$ cat config.mk
export PLATFORM = sky130hd
export DESIGN_NAME = load_store_unit
export DESIGN_NICKNAME = d
export VERILOG_FILES = /design/src/rtl/load_store_unit.sv
export SDC_FILE = /design/constraint.sdc
export NUM_CORES = 1
export LEC_CHECK = 0
export BUFFER_PORTS_ARGS = -buffer_cell sky130_fd_sc_hd__buf_4
export CAP_MARGIN = 20
export CORE_ASPECT_RATIO = 0.9
export CORE_MARGIN = 4
export CORE_UTILIZATION = 52
export CTS_CLUSTER_SIZE = 10
export DETAILED_ROUTE_END_ITERATION = 16
export GPL_ROUTABILITY_DRIVEN = 0
export PLACE_DENSITY = 0.81
export SYNTH_ARGS = -nofsm -noshare
export SYNTH_HDL_FRONTEND = slang
export SYNTH_SLANG_ARGS = --single-unit
$ cat constraint.sdc
create_clock -name clk -period 5.64 [get_ports clk]
set_input_delay 1.128 -clock clk [delete_from_list [all_inputs] [get_ports clk]]
set_output_delay 1.128 -clock clk [all_outputs]
set_load 0.01 [all_outputs]
$ cat src/rtl/load_store_unit.sv
// Load/store unit: one outstanding request, big-endian byte lanes, sub-word
// stores done as a read-modify-write of the containing word.
// Optional feature macro: LSU_MISALIGN_TRAP_EN (misaligned half/word accesses
// complete immediately with resp_error=1 instead of touching memory).
module load_store_unit #(
  parameter int unsigned addresswidth = 32
) (
  input  logic                    clk,
  input  logic                    reset,
  input  logic                    req_valid,
  output logic                    req_ready,
  input  logic                    req_write,
  input  logic [1:0]              req_size,
  input  logic                    req_signed,
  input  logic [addresswidth-1:0] req_addr,
  input  logic [31:0]             req_wdata,
  output logic                    resp_valid,
  output logic [31:0]             resp_rdata,
  output logic                    resp_error,
  output logic [addresswidth-1:0] mem_address,
  output logic                    mem_write_en,
  output logic                    mem_read_en,
  output logic [31:0]             mem_data_in,
  input  logic [31:0]             mem_data_out
);

  typedef enum logic [2:0] {IDLE, RD, CAP, WR, RESP} state_t;

  state_t                  state;
  logic                    lat_write;
  logic [1:0]              lat_size;
  logic                    lat_signed;
  logic [addresswidth-1:0] lat_addr;
  logic [15:0]             lat_wdata;

  logic [addresswidth-1:0] req_word_addr;
  logic [addresswidth-1:0] lat_word_addr;
  logic [31:0]             load_result;
  logic [31:0]             merged_word;
  logic                    misaligned;
  logic [7:0]              sel_byte;
  logic [15:0]             sel_half;

  assign req_word_addr = {2'b00, req_addr[addresswidth-1:2]};
  assign lat_word_addr = {2'b00, lat_addr[addresswidth-1:2]};

  // Ready is a state decode gated by reset so it reads 1 on the first cycle after release
  assign req_ready = (state == IDLE) && !reset;

`ifdef LSU_MISALIGN_TRAP_EN
  assign misaligned = ((req_size == 2'b01) && req_addr[0]) ||
                      (req_size[1] && (req_addr[1:0] != 2'b00));
`else
  assign misaligned = 1'b0;
`endif

  // Extract the addressed lane from the memory word and extend it
  always_comb begin
    sel_byte    = '0;
    sel_half    = '0;
    load_result = '0;
    case (lat_addr[1:0])
      2'd0:    sel_byte = mem_data_out[31:24];
      2'd1:    sel_byte = mem_data_out[23:16];
      2'd2:    sel_byte = mem_data_out[15:8];
      default: sel_byte = mem_data_out[7:0];
    endcase
    sel_half = lat_addr[1] ? mem_data_out[15:0] : mem_data_out[31:16];
    case (lat_size)
      2'b00:   load_result = {{24{lat_signed & sel_byte[7]}}, sel_byte};
      2'b01:   load_result = {{16{lat_signed & sel_half[15]}}, sel_half};
      default: load_result = mem_data_out;
    endcase
  end

  // Replace only the addressed lane of the read word with the store data
  always_comb begin
    merged_word = mem_data_out;
    if (lat_size == 2'b00) begin
      case (lat_addr[1:0])
        2'd0:    merged_word[31:24] = lat_wdata[7:0];
        2'd1:    merged_word[23:16] = lat_wdata[7:0];
        2'd2:    merged_word[15:8]  = lat_wdata[7:0];
        default: merged_word[7:0]   = lat_wdata[7:0];
      endcase
    end else if (lat_size == 2'b01) begin
      if (lat_addr[1]) merged_word[15:0]  = lat_wdata;
      else             merged_word[31:16] = lat_wdata;
    end
  end

  // Control FSM with registered memory and response outputs
  always_ff @(posedge clk or posedge reset) begin
    if (reset) begin
      state        <= IDLE;
      lat_write    <= 1'b0;
      lat_size     <= '0;
      lat_signed   <= 1'b0;
      lat_addr     <= '0;
      lat_wdata    <= '0;
      resp_valid   <= 1'b0;
      resp_rdata   <= '0;
      mem_address  <= '0;
      mem_write_en <= 1'b0;
      mem_read_en  <= 1'b0;
      mem_data_in  <= '0;
    end else begin
      resp_valid   <= 1'b0;
      mem_write_en <= 1'b0;
      mem_read_en  <= 1'b0;
      mem_address  <= '0;
      mem_data_in  <= '0;
      case (state)
        IDLE: begin
          if (req_valid) begin
            lat_write  <= req_write;
            lat_size   <= req_size;
            lat_signed <= req_signed;
            lat_addr   <= req_addr;
            lat_wdata  <= req_wdata[15:0];
            if (misaligned) begin
              state      <= RESP;
              resp_valid <= 1'b1;
              resp_rdata <= '0;
            end else if (req_write && req_size[1]) begin
              state        <= WR;
              mem_write_en <= 1'b1;
              mem_address  <= req_word_addr;
              mem_data_in  <= req_wdata;
            end else begin
              state       <= RD;
              mem_read_en <= 1'b1;
              mem_address <= req_word_addr;
            end
          end
        end
        RD: state <= CAP;
        CAP: begin
          if (lat_write) begin
            state        <= WR;
            mem_write_en <= 1'b1;
            mem_address  <= lat_word_addr;
            mem_data_in  <= merged_word;
          end else begin
            state      <= RESP;
            resp_valid <= 1'b1;
            resp_rdata <= load_result;
          end
        end
        WR: begin
          state      <= RESP;
          resp_valid <= 1'b1;
          resp_rdata <= '0;
        end
        default: state <= IDLE;
      endcase
    end
  end

`ifdef LSU_MISALIGN_TRAP_EN
  // Error flag is updated only when a response is produced, so it holds with resp_rdata
  always_ff @(posedge clk or posedge reset) begin
    if (reset) begin
      resp_error <= 1'b0;
    end else if ((state == IDLE) && req_valid && misaligned) begin
      resp_error <= 1'b1;
    end else if (((state == CAP) && !lat_write) || (state == WR)) begin
      resp_error <= 1'b0;
    end
  end
`else
  assign resp_error = 1'b0;
`endif

endmodule

## Yosys cells after proc, flatten, opt, wreduce, memory -nomap -nowiden

Index checks and enable logic that the tools add are counted.

| word-level totals | value |
|---|---|
| register bits | 154 |
| input bits | 103 |
| output and inout port bits | 101 |
| word-level logic and storage cells | 65 |

| cells by class | value |
|---|---|
| eq/ne operators | 8 |
| mux-type cells | 33 |
| bitwise gates (word level) | 2 |
| reductions and logical operators | 10 |

Operator list:

| cell | count |
|---|---|
| two-way mux 32 bit | 6 |
| case mux 32 bit (2 select lines) | 3 |
| two-way mux 30 bit | 2 |
| case mux 30 bit (2 select lines) | 1 |
| two-way mux 16 bit | 3 |
| two-way mux 8 bit | 4 |
| case mux 8 bit (3 select lines) | 1 |
| case mux 3 bit (4 select lines) | 1 |
| two-way mux 1 bit | 7 |
| == test 3 x 2 -> 1 bit, second input constant | 2 |
| two-way mux 3 bit | 2 |
| == test 2 x 1 -> 1 bit, second input constant | 2 |
| logical NOT 2 bit | 2 |
| inequality test 2 bit, second input constant | 2 |
| case mux 1 bit (2 select lines) | 2 |
| AND reduction 2 bit | 2 |
| == test 3 x 1 -> 1 bit, second input constant | 1 |
| logical NOT 3 bit | 1 |
| OR reduction 3 bit | 1 |
| AND 1 bit | 2 |
| == test 2 bit, second input constant | 1 |
| logical AND 1 bit | 2 |
| two-way mux 2 bit | 1 |
| nonzero test 2 bit | 1 |
| logical NOT 1 bit | 1 |

## Logic depth before layout (Yosys ltp)

Gate-level depths: netlist of the first run.

| depth | value |
|---|---|
| word-level depth | 6 |
| mapped depth | 6 |

## Least setup slack after synthesis of the first run

OpenSTA, ideal clock, no wires.

| path | value |
|---|---|
| kind | input to output |
| start | input port reset |
| end | output port req_ready |
| arrival | 1481 ps |
| required time | 4512 ps |
| path slack | 3031 ps |
| stages | 1 |
| path through | nor4_1 |

| on the way | value |
|---|---|
| longest elaborated chain between the ends | 2 |

Ends and longest elaborated chain:

| item | RTL line | text |
|---|---|---|
| from (decl) | 9 | `input logic reset,` |
| logical NOT 1 bit (no line) | n/a |  |
| logical AND 1 bit | 48 | `assign req_ready = (state == IDLE) && !reset;` |
| to (decl) | 11 | `output logic req_ready,` |

Every way passes these cells.

## Final worst setup path of the first run

| path | value |
|---|---|
| start | register lat_addr[1] |
| end | register mem_data_in[1] |

| on the way | value |
|---|---|
| longest elaborated chain between the ends | 6 |
| elaborated cells between the ends (all ways) | 10 |
| classes of those cells | eq/ne (2); mux (6); reduce/logical (2) |

Ends and longest elaborated chain:

| item | RTL line | text |
|---|---|---|
| from (decl) | 33 | `logic [addresswidth-1:0] lat_addr;` |
| from (signal assigned) | 119 | `lat_addr <= req_addr;` |
| == test 2 bit (tied with other cells) | 80 | `case (lat_addr[1:0])` |
| OR reduction 3 bit (no line) | n/a |  |
| two-way mux 8 bit | 80 |  |
| two-way mux 32 bit (*) | 79 | `if (lat_size == 2'b00) begin` |
| two-way mux 32 bit (*) | 139 | `if (lat_write) begin` |
| case mux 32 bit (2 select lines) (*) | 113 | `case (state)` |
| to (signal assigned) | 129 | `mem_data_in <= req_wdata;` |
| to (signal assigned) | 143 | `mem_data_in <= merged_word;` |
| to (decl) | 23 | `output logic [31:0] mem_data_in,` |

Every way passes the cells marked *; elsewhere a longest branch is shown, timed or not.
A chain may end at the register's enable or synchronous reset.

==> results of run 1 <==
per-layer routing:
metal	vias up	global-route usage (%)
li1	2445	-
met1	2814	37.0
met2	307	41.5
met3	51	6.72
met4	0	9.24
met5	-	0
per-stage QoR:
step	hold slack, ns	util (%)
6_report	0.483	70.6
5_1_grt	0.504	70.6
4_1_cts	0.486	70.6
3_5_place_dp	0.473	65.6
3_3_place_gp	0.470	65.3
2_1_floorplan	0.462	-
layout by cell type, fill, tap and decap left out, types with 2 or more instances in the layout:
cell type,instances
o2bb2ai_1,32
mux2i_1,21
nor2_1,13
o221ai_1,7
nand2_1,16
a221oi_1,5
a211oi_1,4
o21ai_0,33
clkbuf_16,17
nor2b_1,2
conb_1,3
nand2b_1,4
a21oi_1,11
or2_2,2
o31a_1,8
dfrtp_1,152
clkbuf_1,3
a22oi_1,8
clkbuf_8,5
or3_1,4
o211ai_1,2
a22o_1,36
o22ai_1,11
inv_1,6
a221o_1,32
nor3_4,2
bufinv_16,4
buf_4,204
nor4_1,9
mux2_2,53
worst min path at each step:
| stage | startpoint | slack, ns | end |
|---|---|---|---|
| CTS | lat_addr[14] | 0.49 | mem_address[12] |
| floorplan | lat_addr[4] | 0.46 | mem_address[2] |
| detailed placement | lat_addr[14] | 0.47 | mem_address[12] |
| global route | lat_addr[14] | 0.50 | mem_address[12] |
| finish | lat_addr[14] | 0.48 | mem_address[12] |
| global placement | resp_rdata[7] | 0.47 | resp_rdata[7] |
worst max-delay path, stage by stage (launching register included):
cell and delay [ns]:
dfrtp_1 0.99, inv_1 0.67, nor3_4 0.66, mux2i_1 0.30, o2bb2ai_1 0.10
cell type report:
cell class | instances | area [µm²]
flip-flops and latches | 152 | 3800
clock buffers | 25 | 505
repair buffers | 206 | 1570
well taps | 164 | 205
inverters | 7 | 31.3
fillers | 913 | 3740
multi-input cells | 334 | 2740
clock inverters | 6 | 136
sequential cells by signal (all words and copies together), names as in the netlist:
signal / count
resp_valid: 1
lat_size: 2
lat_write: 1
mem_data_in: 32
mem_write_en: 1
lat_wdata: 16
mem_address: 30
lat_addr: 32
state: 3
resp_rdata: 32
mem_read_en: 1
lat_signed: 1
power by group through the flow:
stage               combinational [µW]  clock (µW)  sequential, µW
floorplan                         1280           0            1790
global placement                  1820           0            1850
detailed placement                1910           0            1880
CTS                               1930        1230            1870
global route                      2090        1290            1930
finish                            1940        1220            1880
cell families after synthesis:
group / Yosys count / share of synthesized area, %
AOI/OAI and AO/OA: 196 / 22.7
and+or+nand+nor: 60 / 4.96
other: 1 / 0.0551
muxes: 75 / 12.2
DFF: 152 / 55.8
buffers and inverters: 63 / 4.28
==> flow_metrics.py, run 1 <==
metrics = {
    "outcome": {
        "outcome": "complete, no violations",
    },
    "routing": {
        "route.met2.wl_um": 9640,
        "highest_layer": "met4",
        "drtIter0Drc": 689,
        "vias": 5617,
        "vias_per_cell": 6.28,
        "wl_um": 20000,
        "drtPass1Iterations": 6,
        "wl_met1_um": 7940,
        "wl_met3_um": 1890,
        "drc": 0,
        "ant_nets": 0,
        "wl_per_cell_um": 22.4,
    },
    "clocking": {
        "cts_tree": "built",
        "postCtsSetupBuffers": 0,
        "clk_latency_ns": 0.42,
        "htreeDepth": 4,
        "ctsHoldBuffers": 0,
        "ctsResizeCount": 0,
        "clkSlewWorstSetupHoldPaths_ns": 0.06,
        "cts.sinks": 152,
        "cts_root_buf": "clkbuf_16",
        "clock_path_buffers": 2,
        "cts_made_buffers": 17,
    },
    "power_and_ir_drop": {
        "internal_power_uw": 3270,
        "leakage_uw": 0.00422,
        "vdd_ir_drop_max_mv": 0.400,
        "power.share.clock_pct": 24.3,
        "powerDensity_nw_per_um2": 560,
        "pwr-share-comb_pct": 38.4,
        "p_total_uw": 5040,
        "seqPwrFrac_pct": 37.3,
        "p_switching_uw": 1770,
        "swShare_pct": 35.2,
    },
    "place": {
        "port_buffers": 200,
        "dp_cells": 863,
        "place_hpwl_um": 14000,
        "place_ws_ns": 2.80,
        "dpl_cell_area_um2": 8350,
    },
    "yosys": {
        "synth_edf_count": 0,
        "postSynthAreaPerCell_um2": 12.5,
        "syn_inst": 547,
        "synth_ff_type": "dfrtp_1",
        "synth_top_cell_area_share_pct": 55.8,
        "synth_area_um2": 6810,
        "ys_ff_latch": 152,
        "yosysTopAreaCell": "dfrtp_1",
        "async_flop_share_pct": 100,
        "netlist_top_cells_count": "dfrtp_1 (152), mux2_2 (53), a22o_1 (36)",
        "ys_seq_area_share_pct": 55.8,
        "yosysWarnings": 0,
        "yosys-top-cells-area": "dfrtp_1 (56%), mux2_2 (8.8%), a221o_1 (4.7%), a22o_1 (4.6%), o2bb2ai_1 (4.1%)",
        "synth_cell_types": 47,
        "yosysMostFrequentCell": "dfrtp_1",
    },
    "critical_path": {
        "crit_type": "flop to flop",
        "r2r_setup_slack_ns": 2.76,
        "cp_max_fo": 30,
        "timing.rr.start": "lat_addr[1]",
        "cp-endpoint": "mem_data_in[1]",
        "cp-start-kind": "flop",
        "arrival_ns": 3.14,
        "crit_path_start": "lat_addr[1]",
        "cp-end-kind": "flop",
        "worstReg2RegEnd": "mem_data_in[1]",
        "reg2regPathDepth": 4,
        "crit_required_ns": 5.90,
    },
    "global_route": {
        "gr-total-overflow": 0,
        "grt_pass1_wl_um": 30800,
        "gr-usage-all-layers_pct": 26.7,
        "first_global_vias": 5569,
        "grt_start_max_net_pins": 111,
        "antenna_found_initial": 0,
    },
    "timing": {
        "post-route-min-period_ns": 2.88,
        "slew_headroom_pct": 24.1,
        "final_max_slew_viol_count": 0,
        "skew_ns": 0.00723,
        "hold_viol_final": 0,
        "post-route-period-util_pct": 51.0,
        "rsz0062_at_grt": "no",
        "setup_violations": 0,
        "fin_tns_setup_ns": 0,
        "setup_slack_ns": 2.76,
        "worst_pin_slew_ns": 1.14,
        "fmax_mhz": 347,
    },
    "floorplan": {
        "dieArea_um2": 15000,
        "num_rows": 39,
        "ios": 204,
        "core_um2": 12700,
        "die_y_um": 117,
        "floorplan.initialDensity_pct": 53.5,
        "dieWidth_um": 129,
    },
    "final_layout": {
        "stdcell_area_um2": 8990,
        "area_growth_pct": 32.1,
        "final_cell_count_no_fill": 894,
        "drive_gt1_share_pct": 41.1,
        "fin_nets": 821,
        "antennaDiodeCount": 0,
    },
    "job": {
        "cap_violations": 0,
    },
    "min_path": {
        "whs_path_depth": 1,
        "hold_path_class": "flop to flop",
    },
}
Note: power is estimated with default switching activity, not from simulation.
==> run 2, diff against run 1 <==
Settings changed: CORE_UTILIZATION 52 to 47, PLACE_DENSITY 0.81 to 0.78.
Clock period 5.64 ns to 2.5 ns, I/O delays scaled along.
==> run 2 against run 1 <==
Effect of this change: sequential power rose by 120%; combinational power rose by 130%; hold slack got worse by 0.30 ns; via count rose by 0.53%; worst setup slack got worse by 2.3 ns; core utilization fell by 6.6 points; clock power rose by 96%; largest power group unchanged.
==> flow_metrics.py, run 2 (same netlist as run 1, synthesis figures left out) <==
metrics = {
    "final_layout": {
        "drive_gt1_share_pct": 42.1,
        "layout_common_cells": "buf_4 (213), dfrtp_1 (152), mux2_2 (53)",
        "antennaDiodeCount": 0,
        "n_fill_cell": 1105,
        "fin_nets": 832,
        "final_common_cell": "buf_4",
        "area_growth_pct": 32.6,
        "reg_top3": "lat_addr x32, mem_data_in x32, resp_rdata x32",
        "stdcell_area_um2": 9030,
    },
    "timing": {
        "fmax_mhz": 491,
        "fin_tns_setup_ns": 0,
        "post-route-min-period_ns": 2.04,
        "post-route-period-util_pct": 81.4,
        "worst_pin_slew_ns": 0.907,
        "slew_headroom_pct": 39.5,
        "skew_ns": 0.00758,
        "final_max_slew_viol_count": 0,
        "setup_violations": 0,
        "hold_viol_final": 0,
        "hold_ws_ns": 0.186,
        "rsz0062_at_grt": "no",
    },
    "clocking": {
        "ctsHoldBuffers": 0,
        "cts.sinks": 152,
        "ctsResizeCount": 0,
        "clock_path_buffers": 2,
        "cts_made_buffers": 17,
        "cts_tree": "built",
        "clkSlewWorstSetupHoldPaths_ns": 0.06,
        "htreeDepth": 4,
        "cts_root_buf": "clkbuf_16",
        "clk_latency_ns": 0.42,
        "postCtsSetupBuffers": 0,
    },
    "floorplan": {
        "floorplan.initialDensity_pct": 48.3,
        "dieArea_um2": 16500,
        "num_rows": 41,
        "dieWidth_um": 135,
        "ios": 204,
        "die_y_um": 122,
        "core_um2": 14100,
    },
    "power_and_ir_drop": {
        "p_switching_uw": 4040,
        "leakage_uw": 0.00423,
        "pwr-share-comb_pct": 40.4,
        "seqPwrFrac_pct": 38.0,
        "p_total_uw": 11100,
        "swShare_pct": 36.4,
        "internal_power_uw": 7040,
        "power.share.clock_pct": 21.6,
        "powerDensity_nw_per_um2": 1230,
        "vdd_ir_drop_max_mv": 0.685,
    },
    "global_route": {
        "gr-total-overflow": 0,
        "grt_start_max_net_pins": 64,
        "antenna_found_initial": 0,
        "grt_pass1_wl_um": 31100,
        "gr-usage-all-layers_pct": 24.5,
        "first_global_vias": 5531,
    },
    "routing": {
        "drtIter0Drc": 599,
        "drc": 0,
        "drtPass1Iterations": 5,
        "wl_per_cell_um": 21.6,
        "vias": 5647,
        "wl_um": 20200,
        "ant_nets": 0,
        "vias_per_cell": 6.05,
    },
    "critical_path": {
        "cp_max_fo": 20,
        "cp-start-kind": "flop",
        "crit_type": "flop to flop",
        "arrival_ns": 2.39,
        "cp-end-kind": "flop",
        "crit_required_ns": 2.85,
    },
    "place": {
        "port_buffers": 200,
        "place_hpwl_um": 14600,
        "dpl_cell_area_um2": 8470,
    },
    "job": {
        "cap_violations": 0,
    },
    "min_path": {
        "hold_path_class": "input port to async pin",
    },
    "outcome": {
        "outcome": "complete, no violations",
    },
}
run 2: stage by stage:
| stage | std cells | worst slack (ns) | util (%) |
|---|---|---|---|
| 3_5_place_dp | 902 | 0.501 | 60.1 |
| 4_1_cts | 933 | 0.476 | 63.9 |
| 2_1_floorplan | 549 | 0.0831 | - |
| 3_3_place_gp | 902 | 0.580 | 60.1 |
| 5_1_grt | 934 | 0.298 | 64.0 |
| 6_report | 934 | 0.465 | 64.0 |
run 2: path summary, 6_finish.rpt:
path                                   start               to  slack (ns)  cells after the start
worst max-delay path             lat_size[0]   resp_rdata[28]        0.46                      4
worst min-delay path                   reset         state[1]        0.19                      2
worst max register to register   lat_size[0]   resp_rdata[28]        0.46                      4
worst min register to register  lat_addr[22]  mem_address[20]        0.48                      1
max in group asynchronous              reset   mem_data_in[5]        1.58                      3
min in group clk                 req_addr[1]      lat_addr[1]        0.29                      3
run 2: power groups by stage:
stage	clock, µW	sequential, µW	combinational [µW]
2_1_floorplan	0	4040	2890
3_3_place_gp	0	4170	4240
3_5_place_dp	0	4220	4410
4_1_cts	2430	4190	4430
5_1_grt	2550	4330	4830
6_report	2390	4210	4470
run 2: cell type report:
type	count	area, µm²	share of cell area [%]
sequential	152	3800	42.1
inverter	7	30.0	0.332
clock inverter	11	98.8	1.09
clock buffer	20	447	4.94
tap	193	241	2.67
timing repair buffer	217	1670	18.5
multi-input combinational	334	2740	30.3
run 2: worst max-delay path: stages, from the launching register on:
cell and delay, ns:
dfrtp_1 0.74, inv_1 0.38, nor2_1 0.25, o2111a_2 0.43, a221o_1 0.17
run 2: metal layers:
| layer | vias to the layer above | share of wire [%] | global-route usage (%) |
|---|---|---|---|
| met5 | - | 0 | 0 |
| met4 | 0 | 2.5 | 8.21 |
| li1 | 2473 | - | - |
| met3 | 45 | 8.7 | 6.19 |
| met1 | 2820 | 41 | 34.4 |
| met2 | 309 | 47 | 37.6 |
